<file path="src/rtl/uart_pkg.sv">
// Shared types for the UART transmit path: parity mode and framer states.
package uart_pkg;

  typedef enum logic [1:0] {
    PARITY_NONE = 2'd0,
    PARITY_EVEN = 2'd1,
    PARITY_ODD  = 2'd2
  } parity_t;

  typedef enum logic [2:0] {
    ST_IDLE   = 3'd0,
    ST_START  = 3'd1,
    ST_DATA   = 3'd2,
    ST_PARITY = 3'd3,
    ST_STOP   = 3'd4
  } tx_state_t;

  // Clocks per line bit; fractional remainder is dropped.
  function automatic int unsigned calc_div(input int unsigned clk_hz,
                                           input int unsigned baud);
    return clk_hz / baud;
  endfunction

endpackage

</file>
<file path="src/rtl/uart_baud_tick.sv">
// Bit timer: tick pulses once every DIV clocks; restart re-phases it so the
// first tick lands DIV clocks after the restart edge.
module uart_baud_tick #(
  parameter int unsigned DIV = 4
) (
  input  logic clock,
  input  logic reset_n,
  input  logic restart,
  output logic tick
);

  localparam int unsigned CNT_W = (DIV > 1) ? $clog2(DIV) : 1;
  localparam logic [CNT_W-1:0] LAST = CNT_W'(DIV - 1);

  if (DIV < 2) begin : g_bad_div
    $error("uart_baud_tick: DIV must be at least 2");
  end

  logic [CNT_W-1:0] cnt_q, cnt_d;
  logic             tick_q, tick_d;

  // Next count and registered tick, asserted while the count sits on LAST.
  always_comb begin
    cnt_d  = cnt_q;
    tick_d = 1'b0;
    if (restart) begin
      cnt_d = '0;
    end else if (cnt_q == LAST) begin
      cnt_d = '0;
    end else begin
      cnt_d = cnt_q + CNT_W'(1);
    end
    tick_d = !restart && (cnt_d == LAST);
  end

  // Timer state.
  always_ff @(posedge clock or negedge reset_n) begin
    if (!reset_n) begin
      cnt_q  <= '0;
      tick_q <= 1'b0;
    end else begin
      cnt_q  <= cnt_d;
      tick_q <= tick_d;
    end
  end

  assign tick = tick_q;

endmodule

</file>
<file path="src/rtl/uart_tx_framer.sv">
// UART transmit framer: start bit, DATA_BITS payload LSB first, optional
// parity bit, STOP_BITS stop bits. Parity support is compiled in only when
// the macro UART_TX_PARITY_EN is defined; otherwise PARITY is ignored.
module uart_tx_framer
  import uart_pkg::*;
#(
  parameter int unsigned CLK_HZ    = 25_000_000,
  parameter int unsigned BAUD_RATE = 9600,
  parameter int unsigned DATA_BITS = 8,
  parameter parity_t     PARITY    = PARITY_NONE,
  parameter int unsigned STOP_BITS = 1
) (
  input  logic                 clock,
  input  logic                 reset_n,
  input  logic                 send,
  input  logic [DATA_BITS-1:0] data,
  output logic                 tx,
  output logic                 ready,
  output logic                 frame_done
);

  localparam int unsigned DIV   = calc_div(CLK_HZ, BAUD_RATE);
  localparam int unsigned CNT_W = $clog2(DATA_BITS + 1);
  localparam logic [CNT_W-1:0] LAST_BIT = CNT_W'(DATA_BITS - 1);
  localparam logic             LAST_STOP = 1'(STOP_BITS - 1);

  if (DIV < 2) begin : g_bad_div
    $error("uart_tx_framer: CLK_HZ/BAUD_RATE must be at least 2");
  end
  if (DATA_BITS < 5 || DATA_BITS > 9) begin : g_bad_data_bits
    $error("uart_tx_framer: DATA_BITS must be 5..9");
  end
  if (STOP_BITS != 1 && STOP_BITS != 2) begin : g_bad_stop_bits
    $error("uart_tx_framer: STOP_BITS must be 1 or 2");
  end
  if (PARITY != PARITY_NONE && PARITY != PARITY_EVEN && PARITY != PARITY_ODD) begin : g_bad_parity
    $error("uart_tx_framer: illegal PARITY mode");
  end

  tx_state_t            state_q, state_d;
  logic [DATA_BITS-1:0] shift_q, shift_d;
  logic [CNT_W-1:0]     bit_cnt_q, bit_cnt_d;
  logic                 stop_cnt_q, stop_cnt_d;
  logic                 tx_q, tx_d;
  logic                 ready_q, ready_d;
  logic                 done_q, done_d;
  logic                 accept;
  logic                 tick;
`ifdef UART_TX_PARITY_EN
  localparam logic PAR_EN  = (PARITY != PARITY_NONE);
  localparam logic PAR_ODD = (PARITY == PARITY_ODD);
  logic                 par_q, par_d;
`endif

  assign accept = send && ready_q;

  // Bit timer re-phased on every acceptance.
  uart_baud_tick #(
    .DIV (DIV)
  ) u_baud_tick (
    .clock   (clock),
    .reset_n (reset_n),
    .restart (accept),
    .tick    (tick)
  );

  // Next-state, datapath and line value for the following cycle.
  always_comb begin
    state_d    = state_q;
    shift_d    = shift_q;
    bit_cnt_d  = bit_cnt_q;
    stop_cnt_d = stop_cnt_q;
    tx_d       = tx_q;
    done_d     = 1'b0;
`ifdef UART_TX_PARITY_EN
    par_d      = par_q;
`endif
    unique case (state_q)
      ST_IDLE: begin
        tx_d = 1'b1;
        if (accept) begin
          state_d   = ST_START;
          shift_d   = data;
          bit_cnt_d = '0;
          tx_d      = 1'b0;
`ifdef UART_TX_PARITY_EN
          par_d     = (^data) ^ PAR_ODD;
`endif
        end
      end
      ST_START: begin
        if (tick) begin
          state_d = ST_DATA;
          tx_d    = shift_q[0];
        end
      end
      ST_DATA: begin
        if (tick) begin
          if (bit_cnt_q == LAST_BIT) begin
            bit_cnt_d = '0;
`ifdef UART_TX_PARITY_EN
            if (PAR_EN) begin
              state_d = ST_PARITY;
              tx_d    = par_q;
            end else begin
              state_d    = ST_STOP;
              stop_cnt_d = 1'b0;
              tx_d       = 1'b1;
            end
`else
            state_d    = ST_STOP;
            stop_cnt_d = 1'b0;
            tx_d       = 1'b1;
`endif
          end else begin
            bit_cnt_d = bit_cnt_q + CNT_W'(1);
            shift_d   = shift_q >> 1;
            tx_d      = shift_q[1];
          end
        end
      end
`ifdef UART_TX_PARITY_EN
      ST_PARITY: begin
        if (tick) begin
          state_d    = ST_STOP;
          stop_cnt_d = 1'b0;
          tx_d       = 1'b1;
        end
      end
`endif
      ST_STOP: begin
        tx_d = 1'b1;
        if (tick) begin
          if (stop_cnt_q == LAST_STOP) begin
            state_d = ST_IDLE;
            done_d  = 1'b1;
          end else begin
            stop_cnt_d = 1'b1;
          end
        end
      end
      default: begin
        state_d = ST_IDLE;
        tx_d    = 1'b1;
      end
    endcase
    ready_d = (state_d == ST_IDLE);
  end

  // Framer state and registered outputs.
  always_ff @(posedge clock or negedge reset_n) begin
    if (!reset_n) begin
      state_q    <= ST_IDLE;
      shift_q    <= '0;
      bit_cnt_q  <= '0;
      stop_cnt_q <= 1'b0;
      tx_q       <= 1'b1;
      ready_q    <= 1'b1;
      done_q     <= 1'b0;
    end else begin
      state_q    <= state_d;
      shift_q    <= shift_d;
      bit_cnt_q  <= bit_cnt_d;
      stop_cnt_q <= stop_cnt_d;
      tx_q       <= tx_d;
      ready_q    <= ready_d;
      done_q     <= done_d;
    end
  end

`ifdef UART_TX_PARITY_EN
  // Parity of the accepted payload.
  always_ff @(posedge clock or negedge reset_n) begin
    if (!reset_n) begin
      par_q <= 1'b0;
    end else begin
      par_q <= par_d;
    end
  end
`endif

  assign tx         = tx_q;
  assign ready      = ready_q;
  assign frame_done = done_q;

endmodule

</file>
<file path="config.mk">
export PLATFORM = sky130hd
export DESIGN_NAME = uart_tx_framer
export DESIGN_NICKNAME = d
export VERILOG_FILES = /design/src/rtl/uart_pkg.sv /design/src/rtl/uart_baud_tick.sv /design/src/rtl/uart_tx_framer.sv
export SDC_FILE = /design/constraint.sdc
export NUM_CORES = 1
export LEC_CHECK = 0
export BUFFER_PORTS_ARGS = -buffer_cell sky130_fd_sc_hd__buf_2
export CAP_MARGIN = 5
export CORE_MARGIN = 5
export CORE_UTILIZATION = 50
export CTS_CLUSTER_DIAMETER = 50
export DETAILED_ROUTE_END_ITERATION = 12
export PLACE_DENSITY = 0.73
export SLEW_MARGIN = 10
export SYNTH_ARGS = -nofsm -noshare
export SYNTH_HDL_FRONTEND = slang
export SYNTH_SLANG_ARGS = --single-unit
</file>
<file path="constraint.sdc">
create_clock -name clock -period 4.9 [get_ports clock]
set_input_delay 0.98 -clock clock [delete_from_list [all_inputs] [get_ports clock]]
set_output_delay 0.98 -clock clock [all_outputs]
set_load 0.02 [all_outputs]
</file>
==> results.md <==
- Post-CTS Hold Buffers: 0
- Hold path start: bit_cnt_q[2]$_DFFE_PN0P_
- Register area share after synthesis: 0.4587
- Hold Path End: bit_cnt_q[2]$_DFFE_PN0P_
- Synthesized instance count: 182
- Worst-case clock buffer depth: 2
- Sw frac: 0.3382
- Antenna viol nets, final: 0
- Period utilization: 0.4127
- Area Growth Syn to Fin: 5.752%
- Fin nets: 204
- Global-route wire length before repair: 5547 microns
- Static Leak: 0.7594 nW
- Final Hold Viols: 0
- Top delay family on crit path: flip-flops
- Final GP Congestion: 0.8312
- Syn Nets: 196
- FF+latch count, synth: 31
- Drt total wl: 3092 microns
- Maximum number of pins on one net before global-route repair: 32
- Most frequent cells in the layout: 29 x dfrtp_1, 28 x nor2_1, 22 x nand2_1, 13 x buf_2, 10 x nand3_1
- DR WL/cell: 13.05 microns
- Normalized max-slew margin: 0.4569
- Mapped cell area: 1697 sq um
- Initial antenna violation count: 0
- Pwr Density: 385.8 nW/um^2
- Fillers: 326
- Top FF cell, synth: dfrtp_1
- Hold path cells: 1
- CTS Buf Count: 5
- Clk root buf: clkbuf_4
- Buffers plus inverters on the worst setup path: 1
- Initial Util: 0.5125
- Worst-margin pin slew: 0.8092 ns
- EDFF count, synth: 0
- VDD IR-drop max: 0.2670 mV
- IO Count: 14
- Clock Sinks: 31
- CTS tree: done
- Min Hold Slack: 0.5060 ns
- Share of cells above drive strength 1: 0.1571
- Clk pwr share: 0.239
- RSZ-0062 raised after global routing: no
- Post-CTS Setup Repair Bufs: 0
- Combinational power share: 0.211
- Avg Inst Size Synth: 9.322 sq um
- Worst hold path type: register to register
- Outcome: finished clean
- Max Cap Violations: 0
- Final Skew: 0.004268 ns
- Vias in the first global route: 1226
- ANT cells: 0
- All-Layer GR Usage: 0.1626
- Commonest non-fill, non-tap cell in the layout: dfrtp_1
- P_sw: 0.2341 mW
- Worst path max stage delay: 0.56 ns
- Yosys warning count: 0
- Total negative setup slack: 0 ns
- Initial DRT Pass Iterations: 4
- FF-to-FF End: u_baud_tick.tick$_DFF_PN0_
- Reg-to-Reg Start: u_baud_tick.cnt_q[4]$_DFF_PN0_
- Crit path arrival time: 1.04 ns
- Die width: 68.25 microns
- First DRT Iteration DRCs: 92
- Worst-path fanout max: 4
- Sequential share of power: 0.550
- Int Pwr: 0.4582 mW
- Setup-failing EPs final: 0
- Maximum clock frequency: 0.4945 GHz
- Cell variety after synth: 43
- Vias per inst: 5.316
- Worst setup SP type: register
- Die height: 68.25 microns
- Core ar.: 3311 sq um
- Depth of the most critical reg-to-reg path: 5
- Buffers on Ports: 13
- CTS clk-pin slew, worst paths: 0.09 ns
- Period minus WS final: 2.022 ns
- R2r setup slk: 2.88 ns
- CP Class: register to output port
- Worst skew pair latency: 0.32 ns
- Gr ovfl total: 0
- # DRC: 0
- Worst Path Required: 3.92 ns
- CP endpoint kind: output port
- Max-slew violation count: 0
- CTS-repair resized insts: 0
- H-tree depth: 2
- Die area: 4658 sq um
- HPWL after detailed placement: 2279 microns
- Asr flop ratio synth: 1.000
- Slowest CP cell: dfstp_2
- Row count: 21
- Critical Path, Cell by Cell: buf_2
- Vias: 1260
==> how the worst max path moves through the flow <==
stage                              startpoint                          to  slack, ns  cells past startpoint
3_5_place_dp                             send      shift_q[0]$_DFFE_PN0P_       2.68                      6
5_1_grt        u_baud_tick.cnt_q[4]$_DFF_PN0_  u_baud_tick.tick$_DFF_PN0_       2.67                      5
4_1_cts                       ready$_DFF_PN1_                       ready       2.86                      1
6_report                      ready$_DFF_PN1_                       ready       2.88                      1
2_1_floorplan                            send      shift_q[5]$_DFFE_PN0P_       2.91                      6
3_3_place_gp                             send      shift_q[6]$_DFFE_PN0P_       2.75                      6
==> routing by layer <==
metal | vias to the layer above | global-route usage | share of wire
li1 | 642 | - | -
met1 | 599 | 0.1923 | 0.46
met2 | 14 | 0.2671 | 0.49
met3 | 5 | 0.04105 | 0.031
met4 | 0 | 0.09181 | 0.019
met5 | - | 0 | 0
==> logic make-up (layout without fill, tap and decap cells) <==
logic type | Yosys count | after routing | synth area share
AND/OR/NAND/NOR | 90 | 90 | 0.2802
adder cells (fa/ha/maj) | 3 | 3 | 0.02213
flip-flops | 31 | 31 | 0.4587
AO/OA/AOI/OAI | 30 | 30 | 0.1158
buffers and inverters | 17 | 26 | 0.06637
XOR/XNOR | 11 | 11 | 0.05679
==> metrics by stage <==
step,area [sq um],cells,power (mW),setup slack (ns),util
final,1794,237,0.6922,2.878,0.5420
after floorplan,1697,182,0.5174,2.915,-
after global routing,1794,237,0.7450,2.669,0.5420
after CTS,1794,237,0.7004,2.861,0.5420
after global placement,1725,229,0.5197,2.749,0.5212
after detailed placement,1725,229,0.5329,2.678,0.5212
==> cells in the mapped netlist (3+ instances only) <==
master	count	area, sq um
ha_1	3	37.54
buf_2	4	20.02
xor2_1	3	26.28
inv_1	5	18.77
xnor2_1	8	70.07
nand2_1	22	82.58
o21ai_0	6	30.03
nor4b_1	3	26.28
nor2_1	28	105.1
a31oi_1	9	56.30
nand2b_1	3	18.77
nor3_1	5	25.02
a21oi_1	6	30.03
nand4_1	3	18.77
nand3_1	10	50.05
dfrtp_1	29	725.7
==> layout make-up <==
| class | instances | area [sq um] | area share |
|---|---|---|---|
| timing repair buffer | 13 | 65.06 | 0.03626 |
| multi-input combinational | 134 | 805.8 | 0.4491 |
| clock buffer | 8 | 68.82 | 0.03835 |
| tap | 46 | 57.56 | 0.03208 |
| sequential | 31 | 778.2 | 0.4338 |
| inverter | 5 | 18.77 | 0.01046 |
==> power by group through the flow <==
stage / Sequential, mW / Combinational, mW / Clock (mW)
after floorplan: 0.356 / 0.162 / 0
after global placement: 0.381 / 0.139 / 0
after detailed placement: 0.386 / 0.147 / 0
after CTS: 0.380 / 0.148 / 0.172
after global routing: 0.392 / 0.167 / 0.186
final: 0.381 / 0.146 / 0.165
==> sequential cells by signal, indices dropped and copies added (netlist names) <==
register and count:
ready 1, frame_done 1, u_baud_tick.cnt_q 12, tx 1, bit_cnt_q 4, shift_q 8
u_baud_tick.tick 1, state_q 3
Power figures use the tool's default switching activity.
